`src/rtl/vblank_write_scheduler_pkg.sv`:
```
// ============================================================================
// Module : wsched_pkg
// Shared types and constants for the vblank write scheduler.
// Rev    : 1.0
// ============================================================================
`default_nettype none

package wsched_pkg;

  localparam int V_ACTIVE = 480;

  typedef struct packed {
    logic [5:0] addr;
    logic [7:0] data;
  } wsched_entry_t;

  typedef enum logic [1:0] {
    ACTIVE     = 2'd0,
    DRAIN      = 2'd1,
    IDLE_BLANK = 2'd2
  } wsched_state_t;

endpackage

`default_nettype wire

```
`src/rtl/vblank_write_scheduler_if.sv`:
```
// ============================================================================
// Module : vblank_write_scheduler_if
// Avalon-MM slave side and downstream register-port signals of the scheduler.
// Rev    : 1.0
// ============================================================================
`default_nettype none

interface vblank_write_scheduler_if;

  logic       AVL_READ;
  logic       AVL_WRITE;
  logic       AVL_CS;
  logic [6:0] AVL_ADDR;
  logic [7:0] AVL_WRITEDATA;
  logic       AVL_WAITREQUEST;
  logic       dn_cs;
  logic       dn_read;
  logic       dn_write;
  logic [6:0] dn_addr;
  logic [7:0] dn_writedata;

  modport slave (
    input  AVL_READ, AVL_WRITE, AVL_CS, AVL_ADDR, AVL_WRITEDATA,
    output AVL_WAITREQUEST, dn_cs, dn_read, dn_write, dn_addr, dn_writedata
  );

  modport master (
    output AVL_READ, AVL_WRITE, AVL_CS, AVL_ADDR, AVL_WRITEDATA,
    input  AVL_WAITREQUEST, dn_cs, dn_read, dn_write, dn_addr, dn_writedata
  );

endinterface

`default_nettype wire

```
`src/rtl/vblank_write_scheduler_fifo.sv`:
```
// ============================================================================
// Module : wsched_fifo
// Power-of-2 FIFO of pending board writes; head entry readable combinationally.
// Rev    : 1.0
// ============================================================================
`default_nettype none

module wsched_fifo
  import wsched_pkg::*;
#(
  parameter int DEPTH = 16
) (
  input  logic                    CLK,
  input  logic                    RESET_N,
  input  logic                    i_push,
  input  wsched_entry_t           i_entry,
  input  logic                    i_pop,
  output wsched_entry_t           o_head,
  output logic [$clog2(DEPTH):0]  o_count,
  output logic                    o_full,
  output logic                    o_empty
);

  localparam int              c_aw      = $clog2(DEPTH);
  localparam logic [c_aw-1:0] c_ptr_one = c_aw'(1);
  localparam logic [c_aw:0]   c_cnt_one = (c_aw + 1)'(1);
  localparam logic [c_aw:0]   c_full    = (c_aw + 1)'(DEPTH);

  wsched_entry_t   r_mem [DEPTH];
  logic [c_aw-1:0] r_wr_ptr;
  logic [c_aw-1:0] r_rd_ptr;
  logic [c_aw:0]   r_count;
  logic            w_do_push;
  logic            w_do_pop;

  assign w_do_push = i_push & ~o_full;
  assign w_do_pop  = i_pop & ~o_empty;

  // Pointers wrap naturally because DEPTH is a power of two.
  always_ff @(posedge CLK or negedge RESET_N) begin
    if (!RESET_N) begin
      r_wr_ptr <= '0;
      r_rd_ptr <= '0;
      r_count  <= '0;
    end else begin
      if (w_do_push) r_wr_ptr <= r_wr_ptr + c_ptr_one;
      if (w_do_pop)  r_rd_ptr <= r_rd_ptr + c_ptr_one;
      case ({w_do_push, w_do_pop})
        2'b10:   r_count <= r_count + c_cnt_one;
        2'b01:   r_count <= r_count - c_cnt_one;
        default: ;
      endcase
    end
  end

  always_ff @(posedge CLK) begin
    if (w_do_push) r_mem[r_wr_ptr] <= i_entry;
  end

  assign o_head  = r_mem[r_rd_ptr];
  assign o_count = r_count;
  assign o_full  = (r_count == c_full);
  assign o_empty = (r_count == '0);

endmodule

`default_nettype wire

```
`src/rtl/vblank_write_scheduler.sv`:
```
// ============================================================================
// Module : vblank_write_scheduler
// Holds CPU board writes until vertical blanking; mouse writes and reads bypass.
// Optional statistics ports when WSCHED_STATS_EN is defined.
// Rev    : 1.0
// ============================================================================
`default_nettype none

module vblank_write_scheduler
  import wsched_pkg::*;
#(
  parameter int DEPTH    = 16,
  parameter int V_ACTIVE = wsched_pkg::V_ACTIVE
) (
  input  logic                     CLK,
  input  logic                     RESET_N,
  vblank_write_scheduler_if.slave  bus,
  input  logic [9:0]               DrawY,
  output logic                     commit_done
`ifdef WSCHED_STATS_EN
  ,
  output logic [$clog2(DEPTH):0]   stat_hiwater,
  output logic [7:0]               stat_late
`endif
);

  localparam int         c_aw       = $clog2(DEPTH);
  localparam logic [9:0] c_v_active = 10'(V_ACTIVE);

  wsched_state_t r_state;
  logic          r_vblank;
  logic          r_vblank_d;

  logic          w_board_wr;
  logic          w_bypass;
  logic          w_push;
  logic          w_pop;
  logic          w_full;
  logic          w_empty;
  wsched_entry_t w_entry;
  wsched_entry_t w_head;
  logic [c_aw:0] w_count;
  logic [c_aw:0] w_count_next;

  assign w_board_wr = bus.AVL_CS & bus.AVL_WRITE & ~bus.AVL_ADDR[6];
  assign w_bypass   = bus.AVL_CS & (bus.AVL_READ | (bus.AVL_WRITE & bus.AVL_ADDR[6]));
  assign w_push     = w_board_wr & ~w_full;
  assign w_pop      = (r_state == DRAIN) & ~w_empty & ~w_bypass;
  assign w_entry    = '{addr: bus.AVL_ADDR[5:0], data: bus.AVL_WRITEDATA};
  assign w_count_next = w_count + {{c_aw{1'b0}}, w_push} - {{c_aw{1'b0}}, w_pop};

  assign bus.AVL_WAITREQUEST = w_full & w_board_wr;

  wsched_fifo #(
    .DEPTH   (DEPTH)
  ) u_fifo (
    .CLK     (CLK),
    .RESET_N (RESET_N),
    .i_push  (w_push),
    .i_entry (w_entry),
    .i_pop   (w_pop),
    .o_head  (w_head),
    .o_count (w_count),
    .o_full  (w_full),
    .o_empty (w_empty)
  );

  // Bypass traffic owns the port; a drain pop simply waits a cycle.
  always_comb begin
    bus.dn_cs        = 1'b0;
    bus.dn_read      = 1'b0;
    bus.dn_write     = 1'b0;
    bus.dn_addr      = 7'd0;
    bus.dn_writedata = 8'd0;
    if (w_bypass) begin
      bus.dn_cs        = bus.AVL_CS;
      bus.dn_read      = bus.AVL_READ;
      bus.dn_write     = bus.AVL_WRITE;
      bus.dn_addr      = bus.AVL_ADDR;
      bus.dn_writedata = bus.AVL_WRITEDATA;
    end else if (w_pop) begin
      bus.dn_cs        = 1'b1;
      bus.dn_write     = 1'b1;
      bus.dn_addr      = {1'b0, w_head.addr};
      bus.dn_writedata = w_head.data;
    end
  end

  always_ff @(posedge CLK or negedge RESET_N) begin
    if (!RESET_N) begin
      r_state     <= ACTIVE;
      r_vblank    <= 1'b0;
      r_vblank_d  <= 1'b0;
      commit_done <= 1'b0;
    end else begin
      r_vblank    <= (DrawY >= c_v_active);
      r_vblank_d  <= r_vblank;
      commit_done <= 1'b0;
      case (r_state)
        ACTIVE: begin
          if (r_vblank && !r_vblank_d) r_state <= DRAIN;
        end
        DRAIN: begin
          if (!r_vblank) begin
            r_state <= ACTIVE;
          end else if (w_count_next == '0) begin
            // Entering with nothing queued is not a commit, so only pulse on a pop.
            r_state     <= IDLE_BLANK;
            commit_done <= w_pop;
          end
        end
        IDLE_BLANK: begin
          if (!r_vblank)     r_state <= ACTIVE;
          else if (!w_empty) r_state <= DRAIN;
        end
        default: r_state <= ACTIVE;
      endcase
    end
  end

`ifdef WSCHED_STATS_EN
  logic [c_aw:0] r_hiwater;
  logic [7:0]    r_late;

  always_ff @(posedge CLK or negedge RESET_N) begin
    if (!RESET_N) begin
      r_hiwater <= '0;
      r_late    <= 8'd0;
    end else begin
      if (w_count > r_hiwater) r_hiwater <= w_count;
      if ((r_state == DRAIN) && !r_vblank && (w_count_next != '0) && (r_late != 8'hFF))
        r_late <= r_late + 8'd1;
    end
  end

  assign stat_hiwater = r_hiwater;
  assign stat_late    = r_late;
`endif

endmodule

`default_nettype wire
```
`src/flat_wrapper.sv`:
```
// flat-port wrapper written by rule: the top's interface ports become plain ports
module vblank_write_scheduler_flat import wsched_pkg::*;
#(
  parameter int DEPTH    = 16,
  parameter int V_ACTIVE = wsched_pkg::V_ACTIVE
)
  (CLK, RESET_N, DrawY, commit_done, bus_AVL_READ, bus_AVL_WRITE, bus_AVL_CS, bus_AVL_ADDR, bus_AVL_WRITEDATA, bus_AVL_WAITREQUEST, bus_dn_cs, bus_dn_read, bus_dn_write, bus_dn_addr, bus_dn_writedata);
  vblank_write_scheduler_if bus_i ();
  input  logic CLK;
  input  logic RESET_N;
  input  logic [9:0] DrawY;
  output logic commit_done;
  input wire logic [$bits(bus_i.AVL_READ)-1:0] bus_AVL_READ;
  input wire logic [$bits(bus_i.AVL_WRITE)-1:0] bus_AVL_WRITE;
  input wire logic [$bits(bus_i.AVL_CS)-1:0] bus_AVL_CS;
  input wire logic [$bits(bus_i.AVL_ADDR)-1:0] bus_AVL_ADDR;
  input wire logic [$bits(bus_i.AVL_WRITEDATA)-1:0] bus_AVL_WRITEDATA;
  output wire logic [$bits(bus_i.AVL_WAITREQUEST)-1:0] bus_AVL_WAITREQUEST;
  output wire logic [$bits(bus_i.dn_cs)-1:0] bus_dn_cs;
  output wire logic [$bits(bus_i.dn_read)-1:0] bus_dn_read;
  output wire logic [$bits(bus_i.dn_write)-1:0] bus_dn_write;
  output wire logic [$bits(bus_i.dn_addr)-1:0] bus_dn_addr;
  output wire logic [$bits(bus_i.dn_writedata)-1:0] bus_dn_writedata;
  assign bus_i.AVL_READ = bus_AVL_READ;
  assign bus_i.AVL_WRITE = bus_AVL_WRITE;
  assign bus_i.AVL_CS = bus_AVL_CS;
  assign bus_i.AVL_ADDR = bus_AVL_ADDR;
  assign bus_i.AVL_WRITEDATA = bus_AVL_WRITEDATA;
  assign bus_AVL_WAITREQUEST = bus_i.AVL_WAITREQUEST;
  assign bus_dn_cs = bus_i.dn_cs;
  assign bus_dn_read = bus_i.dn_read;
  assign bus_dn_write = bus_i.dn_write;
  assign bus_dn_addr = bus_i.dn_addr;
  assign bus_dn_writedata = bus_i.dn_writedata;
  vblank_write_scheduler #(.DEPTH(DEPTH), .V_ACTIVE(V_ACTIVE)) u_core (.CLK(CLK), .RESET_N(RESET_N), .bus(bus_i), .DrawY(DrawY), .commit_done(commit_done));
endmodule
```
`config.mk`:
```
export PLATFORM = sky130hd
export DESIGN_NAME = vblank_write_scheduler_flat
export DESIGN_NICKNAME = d
export VERILOG_FILES = /design/src/rtl/vblank_write_scheduler_pkg.sv /design/src/rtl/vblank_write_scheduler_if.sv /design/src/rtl/vblank_write_scheduler_fifo.sv /design/src/rtl/vblank_write_scheduler.sv /design/src/flat_wrapper.sv
export SDC_FILE = /design/constraint.sdc
export NUM_CORES = 1
export LEC_CHECK = 0
export BUFFER_PORTS_ARGS = -buffer_cell sky130_fd_sc_hd__buf_2
export CAP_MARGIN = 5
export CORE_UTILIZATION = 41
export CTS_BUF_LIST = sky130_fd_sc_hd__clkbuf_2
export DETAILED_ROUTE_END_ITERATION = 10
export PLACE_DENSITY = 0.59
export SLEW_MARGIN = 15
export SYNTH_ARGS = -nofsm -noshare
export SYNTH_HDL_FRONTEND = slang
export SYNTH_SLANG_ARGS = --single-unit
```
`constraint.sdc`:
```
create_clock -name CLK -period 5.25 [get_ports CLK]
set_input_delay 0.2625 -clock CLK [delete_from_list [all_inputs] [get_ports CLK]]
set_output_delay 0.2625 -clock CLK [all_outputs]
set_load 0.02 [all_outputs]
```
Word level (Yosys, flattened, before mapping) --
Memories as Yosys holds them, arrays and structs flattened. Cells that the tools add are included.
Word-level totals: output and inout bits 20, word-level logic and storage cells 65, input port bits 30, RAM bits 224, register bits after elaboration 18, memories kept 1
Operators by class: reductions and logical operators 7, equality and inequality tests 8, $add $sub $neg 6, mux-type cells 20, bitwise operators 15, magnitude comparators 1
Memories:
- u_core.u_fifo.r_mem | depth 16, width 14, rd ports 1, clocked after Yosys merged registers in 0, wr ports 1, line vblank_write_scheduler_fifo.sv:29 | wsched_entry_t r_mem [DEPTH];
Operator list (number):
- 2-to-1 mux 8 bit | 2
- AND 1 bit | 10
- >= comparator 10 x 9 -> 1 bit (second input constant) | 1
- zero test 5 bit | 2
- 2-to-1 mux 2 bit | 5
- case mux 5 bit (2 select lines) | 1
- 2-to-1 mux 1 bit | 9
- adder 4 x 1 -> 4 bit (second input constant) | 2
- 2-to-1 mux 7 bit | 1
- 2-to-1 mux 6 bit | 1
- != test 3 bit (second input constant) | 2
- case mux 2 bit (3 select lines) | 1
- adder 5 x 1 -> 5 bit | 1
- adder 5 x 1 -> 5 bit (second input constant) | 1
- == test 5 bit (second input constant) | 1
- subtractor 5 x 1 -> 5 bit | 1
- subtractor 5 x 1 -> 5 bit (second input constant) | 1
- == test 2 x 1 -> 1 bit (second input constant) | 2
- == test 2 bit (second input constant) | 2
- NOT 1 bit | 4
- AND reduction 3 bit | 1
- zero test 2 bit | 1
- != test 2 x 1 -> 1 bit (second input constant) | 1
- nonzero test 2 bit | 1
- 3 further kinds | 3

Longest topological paths before layout --
Gate-level depths: netlist of the first run.
depth in word-level cells 10, gate-level depth with buffers 14, gate-level depth less buffers 14

Hierarchy --
From an unflattened synthesis of the first run, not the netlist that was laid out.
Unflattened totals: cell total of the unflattened synthesis 593, area total of the unflattened synthesis 10167.3 um2
Modules (own cells, without submodules):
- wsched_fifo | cells an instance 495, times used 1, seq. area each 7051.8 um2, area each 9500.4 um2
- vblank_write_scheduler | cells an instance 98, times used 1, seq. area each 125.1 um2, area each 666.9 um2

Worst setup path before layout of the first run --
Ideal clock, no wire load.
path type reg-to-reg, start point reg u_core.u_fifo.r_count[2], in the netlist u_core.u_fifo.o_count[2], end point mem u_core.u_fifo.r_mem[3][0] (netlist bit), enable pin, data required time 4.829 ns, library setup time 0.421 ns, clock period less this slack 3.035 ns, path slack 2.215 ns, stages on the path, launching flop included 7, buffers on the path 0, data arrival time 2.613 ns, path through dfrtp_1 inv_1 ha_1 nor3b_1 a21oi_2 inv_1 nor4_1
Between the ends: longest elaborated chain between the ends 6
Ends and longest elaborated chain:
- start: declaration | line vblank_write_scheduler_fifo.sv:32 | logic [c_aw:0] r_count;
- start signal: assignment | line vblank_write_scheduler_fifo.sv:49 | 2'b10: r_count <= r_count + c_cnt_one;
- start signal: assignment | line vblank_write_scheduler_fifo.sv:50 | 2'b01: r_count <= r_count - c_cnt_one;
- == test 5 bit (*) | line vblank_write_scheduler_fifo.sv:62 | assign o_full = (r_count == c_full);
- NOT 1 bit (*) | line vblank_write_scheduler_fifo.sv:36, vblank_write_scheduler.sv:47
- AND 1 bit | line vblank_write_scheduler.sv:47 | assign w_push = w_board_wr & ~w_full;
- AND 1 bit (*) | line vblank_write_scheduler_fifo.sv:36 | assign w_do_push = i_push & ~o_full;
- net u_core.u_fifo.w_do_push | line vblank_write_scheduler_fifo.sv:33 | logic w_do_push;
- 2-to-1 mux 1 bit (*) | line vblank_write_scheduler_fifo.sv:57 | if (w_do_push) r_mem[r_wr_ptr] <= i_entry;
- 2-to-1 mux 1 bit (not written as such) (*) | line vblank_write_scheduler_fifo.sv:57
- end: declaration | line vblank_write_scheduler_fifo.sv:29
Mark *: on every way through the listed nets, which the timed path passes. The rest lies on a longest branch.

Worst setup path in the final report of the first run --
start point reg u_core.u_fifo.r_count[3], in the netlist u_core.u_fifo.o_count[3], end point out bus_dn_writedata[2]
Between the ends: longest elaborated chain between the ends 6
Ends and longest elaborated chain:
- zero test 5 bit | line vblank_write_scheduler_fifo.sv:63 | assign o_empty = (r_count == '0);
- NOT 1 bit | line vblank_write_scheduler.sv:48 | assign w_pop = (r_state == DRAIN) & ~w_empty & ~w_bypass;
- AND 1 bit (2 in a row) | line vblank_write_scheduler.sv:48
- 2-to-1 mux 8 bit | line vblank_write_scheduler.sv:81 | end else if (w_pop) begin
- 2-to-1 mux 8 bit | line vblank_write_scheduler.sv:75 | if (w_bypass) begin
- end: declaration | line flat_wrapper.sv:23 | output wire logic [$bits(bus_i.dn_writedata)-1:0] bus_dn_writedata;
No other way between the ends.

==> implementation parameters, run 1 <==
Parameter                              Value

Run status
  Run status    finished clean

Clock tree
  # clock sinks    242
  Source-to-sink clock delay at the later pin of the worst-skew pair    860 ps
  Clock slew at reported path FFs    100 ps
  Maximum clock insertion buffer count    3
  Resized Gates After CTS    0
  Clk Tree Root Cell    sky130_fd_sc_hd__clkbuf_2
  Cts bufs inserted    60
  Number of H-tree levels    2
  TritonCTS clock tree    built

GRT
  GRT Overall Usage    17.9%
  First-pass GRT wire length    31.8 mm
  Via count of the first global-routing pass    5612
  Maximum number of pins on one net before global-route repair    59
  Number of antenna violations at the first check in global routing    1
  Total gr overflow    0

Route
  Routed WL    20.7 mm
  DRT iter0 DRCs    250
  Remaining antenna violation count after routing    0
  Via total after detailed routing    5063
  Number of DRC violations after detailed routing    0
  Number of optimization iterations in the first detailed-route pass    4
  Mean number of vias per cell    5.22
  Per-cell routed wire length    21.3 µm

Worst hold path
  Worst min path class    in -> reg
  Launch point of the worst hold path    bus_AVL_READ

Synthesis
  Netlist Area Pre-Place    0.00985 mm²
  Synthesized flop and latch total    242
  Predominant post-synthesis flop cell    sky130_fd_sc_hd__edfxtp_1
  Yosys warns    0
  Netlist cell types    40
  Sequential area share after synthesis    72.9%
  Post-synthesis instance total    496
  Net count of the mapped netlist    543
  Async set-reset flop share out of synthesis    7.44%
  Number of synthesized flops with an enable pin    224
  Mapped Avg Cell Area    19.9 µm²

Layout
  Most common cell after layout, fill and taps aside    sky130_fd_sc_hd__edfxtp_1
  Final core utilization    47.6%
  Area Overhead vs Synth    13.8%
  Most frequent cells in the layout    sky130_fd_sc_hd__edfxtp_1 (224), sky130_fd_sc_hd__clkbuf_2 (88), sky130_fd_sc_hd__mux4_2 (56)
  Count of filler cells inserted in the layout    2084
  Layout net count    659
  Share of cells above drive strength 1    34.6%

Critical path
  First element of the critical path    u_core.u_fifo.o_count[3]$_DFFE_PN0P_
  Endpoint arrival time on the critical path    3610 ps
  Required time reported for the critical path endpoint    4990 ps
  Maximum net fanout on the critical path    14
  Stage delay of the slowest cell on the critical path    510 ps
  Critical-path top delay cell    sky130_fd_sc_hd__o221ai_1
  Crit-path cells    inv_1 > ha_1 > nor3b_1 > and2b_1 > nor4_4 > nand2_2 > o221ai_1 > buf_2
  Kind of end point of the critical path    primary output
  Cell family contributing the most delay on the critical path    simple AND/OR/NAND/NOR gates
  Startpoint type of the worst setup path    flop
  Critical Setup Path Class    reg -> out
  Number of buffers and inverters on the critical path    2
  Worst reg2reg path startpoint    u_core.u_fifo.o_count[3]$_DFFE_PN0P_

Die
  I/O Pins    50
  Area enclosed by the die boundary    0.0246 mm²
  Die extent in y    157 µm
  Area of the core    0.0235 mm²
  Number of standard-cell rows in the floorplan    56
  Starting utilization of the core area    41.8%
  Floorplan die width    157 µm

Run
  Max-capacitance violation count    0

Timing
  Minimum clock period    3870 ps
  FMAX    259 MHz
  Final number of hold-violating endpoints    0
  Finish-stage setup viols    0
  Worst slew slack as a fraction of its limit    23.9%
  Max-slew violation count    0
  Max Clock Skew    46.4 ps
  Final cycle utilization of the critical path    73.7%
  Final-layout setup total negative slack    0 ps
  Unrepaired setup endpoints after global routing    no
  Slew at the pin closest to its max-slew limit    1140 ps

Pwr
  Peak supply drop    0.363 mV
  Pleak    0.00392 µW
  Pwr per Cell Area    447 mW/mm²

Place
  Count of buffers from port buffering    44
  HPWL Detailed    11.9 mm
  Placer congestion estimate    0.722
## synthesized netlist by cell type, drive strengths merged, types with 7 or more instances
cell type | number | area share (%)
edfxtp | 224 | 68
mux4 | 56 | 13
mux2i | 28 | 2.8
nand2 | 23 | 0.90
dfrtp | 18 | 4.6
inv | 17 | 0.65
buf | 15 | 0.86
ha | 15 | 1.9
o221ai | 14 | 1.2
xnor2 | 10 | 0.89
clkbuf | 9 | 0.34
a21oi | 7 | 0.39
## cells by family after synthesis
group | after synthesis | share of synthesized area (%)
flops | 242 | 72.9
compound gates | 33 | 2.44
xor+xnor | 14 | 1.24
fa+ha+maj | 17 | 2.31
simple gates | 64 | 3.51
mux | 85 | 15.8
buf+inv | 41 | 1.85
## power breakdown
group          leakage (µW)  total [µW]  internal [µW]  switching, µW
clock network      0.000395        1150            444            708
logic               0.00129        1300            729            568
registers           0.00223        2560           2200            359
## sequential cells by signal, indices dropped and copies added (netlist names)
signal and count:
u_core.r_vblank 1, u_core.r_vblank_d 1, u_core.u_fifo.o_count 5, u_core.u_fifo.r_mem 224
u_core.commit_done 1, u_core.u_fifo.r_wr_ptr 4, u_core.r_state 2, u_core.u_fifo.r_rd_ptr 4
## area by class of cell
class	instances	area, µm²	area share [%]
Timing Repair Buffer	78	526	4.69
Antenna cell	1	2.50	0.0223
Clock inverter	12	51.3	0.458
Inverter	17	63.8	0.570
Clock buffer	88	440	3.93
Tap cell	319	399	3.56
Sequential cell	242	7190	64.1
Multi-Input combinational cell	213	2540	22.6
## path summary, 6_finish.rpt
check / to / slack (ps) / cells after the start
max: bus_dn_writedata[2] / 1380 / 8
min: u_core.u_fifo.r_rd_ptr[2]$_DFFE_PN0P_ / 90 / 6
max reg2reg: u_core.u_fifo.o_count[4]$_DFFE_PN0P_ / 1800 / 13
min reg2reg: u_core.r_vblank_d$_DFF_PN0_ / 460 / 0
max in group asynchronous: u_core.u_fifo.r_rd_ptr[2]$_DFFE_PN0P_ / 3980 / 3
min in group asynchronous: u_core.u_fifo.r_rd_ptr[3]$_DFFE_PN0P_ / 640 / 3
## tightest hold or removal path, stage by stage
cell and delay (ps):
sky130_fd_sc_hd__buf_2 80, sky130_fd_sc_hd__a21oi_1 40, sky130_fd_sc_hd__nor2b_2 220, sky130_fd_sc_hd__nor4_4 130
sky130_fd_sc_hd__nand2_1 90, sky130_fd_sc_hd__xnor2_1 60
## layer usage
layer | routed length (µm) | track usage, %
met4 | 266 | 6.02
met3 | 1640 | 4.71
met5 | 0 | 0
met1 | 8140 | 21.5
met2 | 10600 | 31.3
## stage by stage
stage                     hold slack (ps)  total power, µW  worst slack (ps)  instance area (µm²)  cells
final                                91.7             5010              1380                11200    970
after global routing                 33.1             5340              1010                11200    970
after CTS                           0.971             5100              1250                11200    969
after detailed placement              234             3920              1800                10500    849
after global placement                222             3870              1950                10500    849
after floorplan                     -33.1             3530              2220                 9850    496
## timing repair
item	CTS	global route
hold buffers	20	0
endpoints found under the setup margin	0	0
buffers inserted	0	0
hold endpoints to repair	247	0
Note: power is estimated with default switching activity, not from simulation.
==> inputs of run 2 (changes only) <==
ABC_AREA = 1   (was unset)
PLACE_DENSITY = 0.61   (was 0.59)
clock period = 3.2 ns   (was 5.25 ns; I/O delays follow)
==> run 2 against run 1 <==
Effect of this change:
- core utilization is 0.38 points higher
- global-route usage up 2.1 points
- sequential cell count unchanged
- highest routed layer is now met5
- register-to-register slack got worse by 1600 ps
- clock power up 73%
- largest power group unchanged
- cell count up 45%
==> implementation parameters, run 2 <==
Parameter                              Value

Run status
  Run status    finished clean

Timing
  Minimum clock period    3010 ps
  Max Clock Skew    66.2 ps (+19.8 ps)
  Unrepaired setup endpoints after global routing    no
  Slew at the pin closest to its max-slew limit    858 ps (-284 ps)
  Final-layout setup total negative slack    0 ps (unchanged)
  Final cycle utilization of the critical path    94.0%
  Finish-stage setup viols    0 (unchanged)
  Final hold slack    126 ps (+34.5 ps)
  FMAX    332 MHz
  Max-slew violation count    0 (unchanged)
  Final number of hold-violating endpoints    0 (unchanged)
  Worst slew slack as a fraction of its limit    42.6% (+19 points)

Clock tree
  Source-to-sink clock delay at the later pin of the worst-skew pair    860 ps (about the same)
  Number of H-tree levels    2 (unchanged)
  TritonCTS clock tree    built
  Clk Tree Root Cell    sky130_fd_sc_hd__clkbuf_2
  Number of setup buffers added after CTS    0 (unchanged)
  Cts bufs inserted    61 (+1.7%)
  Maximum clock insertion buffer count    3 (unchanged)
  # clock sinks    242 (unchanged)
  Clock slew at reported path FFs    120 ps (+20 ps)

Critical path
  Required time reported for the critical path endpoint    3040 ps (-1950 ps)
  Critical Setup Path Class    reg -> out
  Cell family contributing the most delay on the critical path    buffers and inverters
  Worst R2R Path Depth    15 (+2)
  Startpoint type of the worst setup path    flop
  Stage delay of the slowest cell on the critical path    640 ps (+130 ps)
  Cell mode on critical path    sky130_fd_sc_hd__nand3_1
  Crit path depth    6 (-2)
  Number of buffers and inverters on the critical path    3 (+1)
  Kind of end point of the critical path    primary output
  Endpoint arrival time on the critical path    2850 ps (-760 ps)
  Maximum net fanout on the critical path    16 (+2)
  Crit-path cells    buf_4 > clkinv_1 > nand3_1 > nand3_1 > nand2_1 > buf_2
  Critical-path top delay cell    sky130_fd_sc_hd__clkinv_1

Synthesis
  Net count of the mapped netlist    966 (+78%)
  Netlist cell types    30 (-25%)
  Yosys warns    0 (unchanged)
  Netlist Area Pre-Place    0.0104 mm² (+5.5%)
  Predominant post-synthesis flop cell    sky130_fd_sc_hd__edfxtp_1
  Yosys top cell by area    sky130_fd_sc_hd__edfxtp_1
  Number of synthesized flops with an enable pin    224 (unchanged)
  Async set-reset flop share out of synthesis    7.44% (unchanged)
  Sequential area share after synthesis    69.1% (-3.8 points)
  Mapped Avg Cell Area    11.3 µm² (-43%)
  Post-synthesis instance total    919 (+85%)
  Most frequently used cell type in the post-synthesis netlist    sky130_fd_sc_hd__nand2_1
  Synthesized flop and latch total    242 (unchanged)
  Leading cell types by count after synthesis    sky130_fd_sc_hd__nand2_1 (282), sky130_fd_sc_hd__edfxtp_1 (224), sky130_fd_sc_hd__nand3_1 (211)
  Top cells by area in the synthesized netlist    sky130_fd_sc_hd__edfxtp_1 (65%), sky130_fd_sc_hd__nand2_1 (10%), sky130_fd_sc_hd__nand3_1 (10%), sky130_fd_sc_hd__dfrtp_1 (4.3%), sky130_fd_sc_hd__ha_1 (1.8%)
  Area share of the largest cell type after synthesis    64.7% (-3.6 points)

Pwr
  Pleak    0.00467 µW (+19%)
  Peak supply drop    0.710 mV (+96%)
  Pwr per Cell Area    777 mW/mm² (+74%)

Layout
  Layout net count    1080 (+64%)
  Most frequent cells in the layout    sky130_fd_sc_hd__nand2_1 (282), sky130_fd_sc_hd__edfxtp_1 (224), sky130_fd_sc_hd__nand3_1 (211)
  Share of cells above drive strength 1    17.9% (-17 points)
  Area Overhead vs Synth    13.6%
  Most common cell after layout, fill and taps aside    sky130_fd_sc_hd__nand2_1
  Register with the highest flop count    u_core.u_fifo.r_mem
  Max reg flops    224 (unchanged)

GRT
  Maximum number of pins on one net before global-route repair    118 (+100%)
  Total gr overflow    0 (unchanged)
  First-pass GRT wire length    39.1 mm (+23%)
  Via count of the first global-routing pass    6980 (+24%)
  Number of antenna violations at the first check in global routing    2 (+1)
  GRT Overall Usage    20.0% (+2.1 points)

Die
  Die extent in y    161 µm (+2.7%)
  Floorplan die width    161 µm (+2.7%)
  I/O Pins    50 (unchanged)
  Area enclosed by the die boundary    0.0260 mm² (+5.4%)
  Area of the core    0.0246 mm² (+4.5%)
  Number of standard-cell rows in the floorplan    57 (+1.8%)
  Starting utilization of the core area    42.2% (+0.40 points)

Route
  DRT iter0 DRCs    515 (+110%)
  Routed WL    25.6 mm (+24%)
  Remaining antenna violation count after routing    0 (unchanged)
  Via total after detailed routing    7219 (+43%)
  Mean number of vias per cell    5.13 (-1.6%)
  Number of DRC violations after detailed routing    0 (unchanged)
  Number of optimization iterations in the first detailed-route pass    5 (+1)
  Per-cell routed wire length    18.2 µm (-15%)

Worst hold path
  Worst min path class    in -> reg
  Worst hold stages    3 (-3)

Place
  HPWL Detailed    14.3 mm (+20%)
  Placer congestion estimate    0.774 (+7.2%)
  Count of buffers from port buffering    44 (unchanged)

Run
  Max-capacitance violation count    0 (unchanged)
[run 2: cells by family (layout without fill, tap and decap cells)]
family          Yosys count  count (layout)  share of synthesized area [%]
fa+ha+maj                17              17                           2.19
other cells               0               1                              0
compound gates           27              27                           1.45
flops                   242             242                           69.1
simple gates            535             535                           22.1
buf+inv                  90             252                           4.50
xor+xnor                  8               8                          0.674
[run 2: final cells by class]
type	instances	area, µm²
clock inverter	22	91.3
tap	324	405
clock buffer	89	445
multi-input combinational	587	2780
fill	2254	12800
inverter	41	155
sequential	242	7180
antenna	1	2.50
timing repair buffer	100	744
[run 2: worst paths after layout]
check,from,slack [ps],to
min in group asynchronous,RESET_N,480,u_core.u_fifo.o_count[0]$_DFFE_PN0P_
setup reg to reg,u_core.u_fifo.o_count[2]$_DFFE_PN0P_,230,u_core.r_state[1]$_DFFE_PN0P_
max in group asynchronous,RESET_N,2060,u_core.u_fifo.r_rd_ptr[0]$_DFFE_PN0P_
hold / removal,DrawY[7],130,u_core.r_vblank$_DFF_PN0_
hold reg to reg,u_core.r_vblank$_DFF_PN0_,450,u_core.r_vblank_d$_DFF_PN0_
setup / recovery,u_core.u_fifo.r_rd_ptr[3]$_DFFE_PN0P_,190,bus_dn_writedata[4]
[run 2: power by group]
| part | switching [µW] | leakage, µW | total (µW) | internal [µW] |
|---|---|---|---|---|
| logic | 2400 | 0.00203 | 3470 | 1070 |
| registers | 93.7 | 0.00223 | 3720 | 3620 |
| clock network | 1230 | 0.000416 | 1990 | 752 |
| total | 3720 | 0.00467 | 9170 | 5450 |
[run 2: stage by stage]
stage	instances	instance area, µm²	setup slack, ps	power (µW)	utilization, %
final	1406	11800	192	9170	48.0
after global routing	1406	11800	13.6	9810	48.0
after CTS	1405	11800	84.1	9260	47.9
after detailed placement	1269	11000	236	7220	44.7
after global placement	1269	11000	307	7190	44.7
after floorplan	919	10400	352	6320	-
[run 2: tightest hold or removal path, stage by stage]
cell and delay (ps):
sky130_fd_sc_hd__buf_2 80, sky130_fd_sc_hd__a41o_1 140, sky130_fd_sc_hd__dlygate4sd3_1 540
[run 2: layer usage]
metal	track usage, %	vias to the layer above	wire, µm
met5	0	-	17
met4	6.17	2	442
met3	3.70	41	1510
met2	33.1	233	12400
met1	26.7	3471	11200
li1	-	3472	-
[run 2: what timing repair did]
item,4_1_cts,5_1_grt
hold buffers,25,0
endpoints found under the setup margin,0,3
hold endpoints to repair,250,0
resized for setup,0,4
